<file path="config.mk">
export PLATFORM = sky130hd
export DESIGN_NAME = joybus_tx_multi
export DESIGN_NICKNAME = d
export VERILOG_FILES = /design/src/rtl/joybus_tx_multi.sv
export SDC_FILE = /design/constraint.sdc
export NUM_CORES = 1
export LEC_CHECK = 0
export ABC_AREA = 1
export ABC_CLOCK_PERIOD_IN_PS = 6000
export BUFFER_PORTS_ARGS = -buffer_cell sky130_fd_sc_hd__buf_2
export CAP_MARGIN = 10
export CORE_ASPECT_RATIO = 0.6
export CORE_MARGIN = 3
export CORE_UTILIZATION = 60
export CTS_CLUSTER_DIAMETER = 40
export CTS_CLUSTER_SIZE = 20
export DETAILED_ROUTE_END_ITERATION = 8
export MAX_ROUTING_LAYER = met4
export PLACE_DENSITY_LB_ADDON = 0.3
export SLEW_MARGIN = 20
export SYNTH_ARGS = -nofsm -noshare
export SYNTH_HDL_FRONTEND = slang
export SYNTH_SLANG_ARGS = --single-unit
export TNS_END_PERCENT = 20
</file>
<file path="constraint.sdc">
create_clock -name clk -period 6 [get_ports clk]
set_input_delay 0.3 -clock clk [delete_from_list [all_inputs] [get_ports clk]]
set_output_delay 0.3 -clock clk [all_outputs]
set_load 0.05 [all_outputs]
</file>
<file path="src/rtl/joybus_tx_multi.sv">
// Joybus console-side transmitter: serialises a 1..MAX_BYTES command frame, adds a stop bit,
// then releases the line until rx_done. Optional response timeout: JOYBUS_TX_TIMEOUT_EN.
module joybus_tx_multi #(
  parameter int MAX_BYTES    = 3,
  parameter int QUARTER_CYC  = 25,
  parameter int RESP_TIMEOUT = 5000,
  localparam int LW          = $clog2(MAX_BYTES + 1)
) (
  input  logic                   clk,
  input  logic                   rst,
  input  logic [8*MAX_BYTES-1:0] cmd_data,
  input  logic [LW-1:0]          cmd_len,
  input  logic                   cmd_rdy,
  input  logic                   rx_done,
  output logic                   JB_TX,
  output logic                   JB_TX_SEL,
  output logic                   tx_done,
  output logic                   busy,
  output logic                   cmd_err,
  output logic                   timeout
);

  localparam int QW = $clog2(QUARTER_CYC + 1);

  typedef enum logic [1:0] {IDLE, BIT, STOP, WAIT_RX} state_t;

  state_t                 state_q, state_d;
  logic [8*MAX_BYTES-1:0] data_q, data_d;
  logic [LW-1:0]          len_q, len_d;
  logic [LW-1:0]          byte_q, byte_d;
  logic [2:0]             bit_q, bit_d;
  logic [1:0]             qtr_q, qtr_d;
  logic [QW-1:0]          qcnt_q, qcnt_d;
  logic                   jb_tx_q, jb_tx_d;
  logic                   sel_q, sel_d;
  logic                   tx_done_q, tx_done_d;
  logic                   busy_q, busy_d;
  logic                   cmd_err_q, cmd_err_d;
  logic                   bit_val;
  logic                   len_ok;

`ifdef JOYBUS_TX_TIMEOUT_EN
  localparam int TW = $clog2(RESP_TIMEOUT + 1);
  logic [TW-1:0] wait_q, wait_d;
  logic          timeout_q, timeout_d;
`endif

  function automatic logic frame_bit(input logic [8*MAX_BYTES-1:0] data,
                                     input logic [LW-1:0] byte_idx,
                                     input logic [2:0] bit_idx);
    logic [8*MAX_BYTES-1:0] sh;
    sh = data >> {byte_idx, 3'b000};
    return sh[bit_idx];
  endfunction

  assign len_ok = (cmd_len != '0) && ({1'b0, cmd_len} <= (LW+1)'(MAX_BYTES));

  always_comb begin
    state_d   = state_q;
    data_d    = data_q;
    len_d     = len_q;
    byte_d    = byte_q;
    bit_d     = bit_q;
    qtr_d     = qtr_q;
    qcnt_d    = qcnt_q;
    cmd_err_d = 1'b0;
`ifdef JOYBUS_TX_TIMEOUT_EN
    wait_d    = wait_q;
    timeout_d = 1'b0;
`endif
    unique case (state_q)
      IDLE: begin
        if (cmd_rdy) begin
          if (len_ok) begin
            state_d = BIT;
            data_d  = cmd_data;
            len_d   = cmd_len;
            byte_d  = '0;
            bit_d   = 3'd7;
            qtr_d   = 2'd0;
            qcnt_d  = '0;
          end else begin
            cmd_err_d = 1'b1;
          end
        end
      end
      BIT: begin
        if (qcnt_q == QW'(QUARTER_CYC - 1)) begin
          qcnt_d = '0;
          qtr_d  = qtr_q + 2'd1;
          if (qtr_q == 2'd3) begin
            bit_d = bit_q - 3'd1;
            if (bit_q == 3'd0) begin
              if (byte_q == len_q - LW'(1)) state_d = STOP;
              else byte_d = byte_q + LW'(1);
            end
          end
        end else begin
          qcnt_d = qcnt_q + QW'(1);
        end
      end
      STOP: begin
        if (qcnt_q == QW'(QUARTER_CYC - 1)) begin
          qcnt_d = '0;
          qtr_d  = qtr_q + 2'd1;
          if (qtr_q == 2'd2) begin
            state_d = WAIT_RX;
`ifdef JOYBUS_TX_TIMEOUT_EN
            wait_d  = '0;
`endif
          end
        end else begin
          qcnt_d = qcnt_q + QW'(1);
        end
      end
      default: begin
        if (rx_done) begin
          state_d = IDLE;
`ifdef JOYBUS_TX_TIMEOUT_EN
        end else if (wait_q == TW'(RESP_TIMEOUT - 1)) begin
          state_d   = IDLE;
          timeout_d = 1'b1;
        end else begin
          wait_d = wait_q + TW'(1);
`endif
        end
      end
    endcase

    // Outputs are registered, so they are derived from the next state and counters.
    bit_val = frame_bit(data_d, byte_d, bit_d);
    unique case (state_d)
      BIT:     jb_tx_d = !((qtr_d == 2'd0) || ((qtr_d != 2'd3) && !bit_val));
      STOP:    jb_tx_d = (qtr_d != 2'd0);
      default: jb_tx_d = 1'b1;
    endcase
    sel_d     = (state_d == BIT) || (state_d == STOP);
    busy_d    = (state_d != IDLE);
    tx_done_d = (state_q == STOP) && (state_d == WAIT_RX);
  end

  always_ff @(posedge clk) begin
    data_q <= data_d;
    len_q  <= len_d;
    if (rst) begin
      state_q   <= IDLE;
      byte_q    <= '0;
      bit_q     <= 3'd7;
      qtr_q     <= 2'd0;
      qcnt_q    <= '0;
      jb_tx_q   <= 1'b1;
      sel_q     <= 1'b0;
      tx_done_q <= 1'b0;
      busy_q    <= 1'b0;
      cmd_err_q <= 1'b0;
`ifdef JOYBUS_TX_TIMEOUT_EN
      wait_q    <= '0;
      timeout_q <= 1'b0;
`endif
    end else begin
      state_q   <= state_d;
      byte_q    <= byte_d;
      bit_q     <= bit_d;
      qtr_q     <= qtr_d;
      qcnt_q    <= qcnt_d;
      jb_tx_q   <= jb_tx_d;
      sel_q     <= sel_d;
      tx_done_q <= tx_done_d;
      busy_q    <= busy_d;
      cmd_err_q <= cmd_err_d;
`ifdef JOYBUS_TX_TIMEOUT_EN
      wait_q    <= wait_d;
      timeout_q <= timeout_d;
`endif
    end
  end

  assign JB_TX     = jb_tx_q;
  assign JB_TX_SEL = sel_q;
  assign tx_done   = tx_done_q;
  assign busy      = busy_q;
  assign cmd_err   = cmd_err_q;
`ifdef JOYBUS_TX_TIMEOUT_EN
  assign timeout   = timeout_q;
`else
  assign timeout   = 1'b0;
`endif

endmodule

</file>
Yosys cells after proc, flatten, opt, wreduce, memory -nomap -nowiden
Cells that the tools add are included.
{"block": "op_classes", "eq_ne": 12, "reduce_logical": 17, "bitwise": 2, "magnitude_cmp": 1, "add_sub_neg": 5, "n_mux": 37, "shift": 1}
{"operator": "2-to-1 mux 24 bit", "n": 3}
{"operator": "2-to-1 mux 2 bit", "n": 18}
{"operator": ">> shifter 24 x 5 -> 8 bit", "n": 1}
{"operator": "2-to-1 mux 5 bit", "n": 3}
{"operator": "2-to-1 mux 3 bit", "n": 4}
{"operator": "== test 2 bit, second input constant", "n": 5}
{"operator": "one-hot mux 5 bit (2 select lines)", "n": 1}
{"operator": "one-hot mux 2 bit (2 select lines)", "n": 2}
{"operator": "nonzero test 2 bit", "n": 4}
{"operator": "< comparator 3 x 6 -> 1 bit, second input constant", "n": 1}
{"operator": "!= test 2 bit, second input constant", "n": 3}
{"operator": "one-hot mux 2 bit (3 select lines)", "n": 1}
{"operator": "one-hot mux 3 bit (2 select lines)", "n": 1}
{"operator": "AND reduction 3 bit", "n": 2}
{"operator": "adder 5 x 1 -> 5 bit, second input constant", "n": 1}
{"operator": "== test 5 bit, second input constant", "n": 1}
{"operator": "adder 2 x 1 -> 2 bit, second input constant", "n": 2}
{"operator": "== test 2 x 1 -> 1 bit, second input constant", "n": 2}
{"operator": "zero test 2 bit", "n": 2}
{"operator": "binary-select mux 1 bit (select 3 bit)", "n": 1}
{"operator": "zero test 3 bit", "n": 1}
{"operator": "OR reduction 3 bit", "n": 1}
{"operator": "subtractor 3 x 1 -> 3 bit, second input constant", "n": 1}
{"operator": "== test 2 bit", "n": 1}
{"operator": "other kinds (8)", "n": 13}
{"block": "totals", "in_bits": 30, "out_inout_bits": 6, "regBits": 45, "word_cells": 87}

Longest topological paths before layout
{"block": "logic_depth", "word_depth": 15, "depth_mapped": 19, "ltp_nobuf": 18}

Worst setup path after synthesis
OpenSTA, ideal clock, no wires.
{"block": "synth_path", "path_kind": "flip-flop to flip-flop", "from": "reg state_q[1]", "to": "reg jb_tx_q, in the netlist JB_TX", "t_arrival_ns": 1.909, "period_less_slack_ns": 2.030, "stages_incl_launch_ff": 13, "path_slack_ns": 3.970, "path_buffers": 0, "required_time_ns": 5.879, "setup_time_ns": 0.121, "cell_sequence": "dfxtp_1 > inv_1 > ha_1 > inv_1 > a21oi_1 > inv_1 > o21ai_0 > o21ai_0 > nand2_1 > inv_1 > ha_1 > nor2_1 > nand3_1"}
{"block": "synth_between", "elab_cells_between_ends": 31, "cone_classes": "eq/ne (5); shift (1); mux (17); reduce/logical (8)"}
{"item": "start: declaration", "line_no": "27", "text": "state_t state_q, state_d;"}
{"item": "start signal: assignment", "line_no": "161", "text": "state_q <= state_d;"}
{"item": "2-to-1 mux 2 bit", "line_no": "94", "text": "if (byte_q == len_q - LW'(1)) state_d = STOP;"}
{"item": "2-to-1 mux 2 bit", "line_no": "93", "text": "if (bit_q == 3'd0) begin"}
{"item": "2-to-1 mux 2 bit", "line_no": "91", "text": "if (qtr_q == 2'd3) begin"}
{"item": "2-to-1 mux 2 bit", "line_no": "88", "text": "if (qcnt_q == QW'(QUARTER_CYC - 1)) begin"}
{"item": "one-hot mux 2 bit (3 select lines) *", "line_no": "71", "text": "unique case (state_q)"}
{"item": "named net state_d[1]", "line_no": "27"}
{"item": "== test 2 bit / == test 2 x 1 -> 1 bit (equally long branches)", "line_no": "132", "text": "unique case (state_d)"}
{"item": "one-hot mux 1 bit (2 select lines) *", "line_no": "132"}
{"item": "end signal: assignment", "line_no": "166", "text": "jb_tx_q <= jb_tx_d;"}
{"item": "end: declaration", "line_no": "34", "text": "logic jb_tx_q, jb_tx_d;"}
Mark *: on every way through the listed nets, which the timed path passes. The rest lies on a longest branch. The select of a mux whose other input is x is not followed.
A chain may end at the register's enable or synchronous reset.

Final worst setup path
{"block": "layout_path", "from": "reg state_q[0]", "to": "reg jb_tx_q, in the netlist JB_TX"}
{"block": "layout_between", "elab_chain_cells": 10, "elab_cells_between_ends": 31, "cone_classes": "eq/ne (5); shift (1); mux (17); reduce/logical (8)"}
{"item": "== test 2 x 1 -> 1 bit / zero test 2 bit (equally long branches)", "line_no": "71"}
{"item": "one-hot mux 2 bit (2 select lines) / 2-to-1 mux 24 bit (equally long branches)", "line_no": "71"}
{"item": ">> shifter 24 x 5 -> 8 bit", "line_no": "52", "text": "sh = data >> {byte_idx, 3'b000};"}
{"item": "binary-select mux 1 bit (select 3 bit)", "line_no": "53", "text": "return sh[bit_idx];"}
{"item": "2-to-1 mux 1 bit (implied by the code)", "line_no": "53"}
{"item": "zero test 1 bit", "line_no": "133", "text": "BIT: jb_tx_d = !((qtr_d == 2'd0) || ((qtr_d != 2'd3) && !bit_val));"}
{"item": "logical AND 1 bit", "line_no": "133"}
{"item": "logical OR 1 bit", "line_no": "133"}
{"item": "zero test 1 bit", "line_no": "133"}
{"item": "one-hot mux 1 bit (2 select lines) *", "line_no": "132"}
Every way passes the cells marked *; elsewhere a longest branch is shown, timed or not. The select of a mux whose other input is x is not followed.

==> results.sh <==
export IMPL_ys_warn_count=0
export IMPL_synth_edf_count=2
export IMPL_worstMarginPinSlew_ns=0.534
export IMPL_root_buffer="clkbuf_8"
export IMPL_gp_congestion=0.953
export IMPL_fp_dieH_um=55.6
export IMPL_cts_htree_levels=2
export IMPL_synth_seq_area_share=0.374
export IMPL_holdCritStartpoint="cmd_len[0]"
export IMPL_grt_start_max_net_pins=31
export IMPL_die_area_um2=4930
export IMPL_grt_pass1_wl_mm=8.80
export IMPL_nNetsFinal=428
export IMPL_r2r_start="state_q[0]"
export IMPL_layout_drive_gt1_share=0.185
export IMPL_worstSetupStartpointType="flop"
export IMPL_via_count=2186
export IMPL_critPathCaptureType="flop"
export IMPL_outcome="completed"
export IMPL_place_ws_ns=3.48
export IMPL_ant_nets=0
export IMPL_ctsHoldBuffers=0
export IMPL_synth_main_ff_cell="dfxtp_1"
export IMPL_cts_buffer_depth=2
export IMPL_hold_path_endpoint="len_q[0]"
export IMPL_syn_area_um2=2460
export IMPL_final_setup_worst_slack_ns=3.45
export IMPL_initial_core_util=0.646
export IMPL_synth_fp_nets=395
export IMPL_synth_seq_cells=45
export IMPL_timing_rr_end="JB_TX"
export IMPL_via_per_inst=5.07
export IMPL_cts_made_buffers=5
export IMPL_slew_headroom=0.640
export IMPL_netlist_instances=351
export IMPL_path_class="flop to flop"
export IMPL_leakagePower_nw=1.40
export IMPL_cts_clk_slew_worst_paths_ns=0.08
export IMPL_die_x_um=88.7
export IMPL_peakVddDrop_uv=166
export IMPL_wl_mm=5.22
export IMPL_reg2reg_depth=13
export IMPL_antenna_found_initial=0
export IMPL_clk_latency_ns=0.29
export IMPL_post_drt_wl_per_cell_um=12.1
export IMPL_diodes=0
export IMPL_final_common_cell="nand2_1"
export IMPL_post_cts_resized=0
export IMPL_p_per_area_nw_per_um2=258
export IMPL_grtUsageTotal=0.225
export IMPL_hpwl_mm=4.01
export IMPL_design_core_area_um2=3810
export IMPL_hp_class="input port to flop"
export IMPL_pin_count=36
export IMPL_min_period_over_period=0.424
export IMPL_synth_area_per_cell_um2=7.01
export IMPL_holdPathStages=1
export IMPL_first_iter_violations=142
export IMPL_cap_violations=0
export IMPL_cts_sinks=45
export IMPL_rows=17
export IMPL_gr_total_overflow=0
export IMPL_finClkSkew_ns=0.00513
export IMPL_synth_distinct_cells=32
export IMPL_post_cts_buffers=0
export IMPL_cp_max_fo=30
export IMPL_fin_crit_ns=2.55
export IMPL_rsz0062_at_grt="no"
export IMPL_critPathRequiredTime_ns=6.17
export IMPL_postSynth_asyncResetShare=0
export IMPL_cp_data_arrival_time_ns=2.72
export IMPL_setup_violations=0
export IMPL_final_cell_mix="123 x nand2_1, 43 x dfxtp_1, 42 x inv_1"
export IMPL_route_detailed_drc=0
export IMPL_io_buffers=34
export IMPL_holdWs_ns=0.203
export IMPL_regToRegSetupSlack_ns=3.45
export IMPL_tritoncts="yes"
export IMPL_dr_pass1_iters=4
export IMPL_grt_pass1_vias=1983
export IMPL_fin_tns_setup_ns=0
export IMPL_finalHoldViolCount=0
export IMPL_area_growth_pct=9.77
export IMPL_fmax_mhz=393
export IMPL_slew_viol_final=0
[per-stage QoR]
stage,cells,util,power [mW],cell area (um2)
floorplan,351,-,0.487,2460
global placement,424,0.689,0.519,2620
detailed placement,424,0.689,0.524,2620
CTS,431,0.709,0.698,2700
global route,431,0.709,0.741,2700
finish,431,0.709,0.698,2700
[worst max-delay path, stage by stage (launching register included)]
cell and delay (ns):
dfxtp_1 0.37, inv_1 0.10, ha_1 0.30, nand3_4 0.34
inv_2 0.26, or2_2 0.34, o21ai_0 0.11, nand2_1 0.09
nand4_1 0.13, nand3_1 0.09, nand3_1 0.09, nand2_1 0.06
nand3_1 0.06, nand3_1 0.07
[worst max-delay path by stage]
| stage | start | end | slack (ns) | depth (start not counted) |
|---|---|---|---|---|
| after floorplan | state_q[1] | JB_TX | 3.97 | 12 |
| after global placement | state_q[0] | JB_TX | 3.56 | 13 |
| after detailed placement | state_q[0] | JB_TX | 3.48 | 13 |
| after CTS | state_q[0] | JB_TX | 3.46 | 13 |
| after global routing | state_q[1] | JB_TX | 3.17 | 16 |
| final | state_q[0] | JB_TX | 3.45 | 13 |
[sequential cells by signal, summed over array words and instances (netlist names)]
signal     flops
state_q        2
cmd_err        1
qcnt_q         5
qtr_q          2
len_q          2
bit_q          3
busy           1
data_q        24
JB_TX          1
byte_q         2
JB_TX_SEL      1
tx_done        1
[final cells by class]
type,instances,area (um2)
Inverter,48,183
Tap cell,47,58.8
Sequential cell,45,921
Clock inverter,1,5.00
Fill cell,321,1110
Clock buffer,6,72.6
Timing Repair Buffer,34,170
Multi-Input combinational cell,250,1290
[power breakdown]
group	internal (mW)	switching, mW
Combinational	0.0544	0.109
Clock	0.0794	0.0991
Sequential	0.344	0.0121
[cells in the mapped netlist, types with 2 or more instances]
library cell / n / area [um2]
nand2_1: 123 / 462
dfxtp_1: 43 / 861
inv_1: 42 / 158
nand3_1: 31 / 155
nor2_1: 24 / 90.1
ha_1: 14 / 175
o21ai_0: 9 / 45.0
a21oi_1: 8 / 40.0
nand2_2: 6 / 37.5
inv_2: 5 / 18.8
nand3_2: 4 / 40.0
nand4_1: 4 / 25.0
nor3_1: 4 / 20.0
or2_2: 4 / 25.0
nand2_4: 3 / 33.8
nor2_2: 3 / 18.8
o21ai_1: 3 / 15.0
buf_2: 2 / 10.0
buf_4: 2 / 15.0
buf_6: 2 / 22.5
edfxtp_1: 2 / 60.1
nand3_4: 2 / 35.0
nor2_4: 2 / 22.5
[layer usage]
| layer | part of all wire | GRT usage | vias up |
|---|---|---|---|
| met1 | 0.55 | 0.362 | 956 |
| li1 | - | - | 1153 |
| met4 | 0.0025 | 0.0409 | 0 |
| met5 | 0 | - | - |
| met2 | 0.38 | 0.285 | 75 |
| met3 | 0.070 | 0.0473 | 2 |
[logic make-up after synthesis]
group	count (synthesis)	share of synthesized area
and+or+nand+nor	214	0.408
buffers and inverters	56	0.101
adders and majority gates	14	0.0712
AOI/OAI and AO/OA	21	0.0432
DFF	45	0.374
other	1	0.00152
No activity file was read; power rests on OpenSTA's default activity.
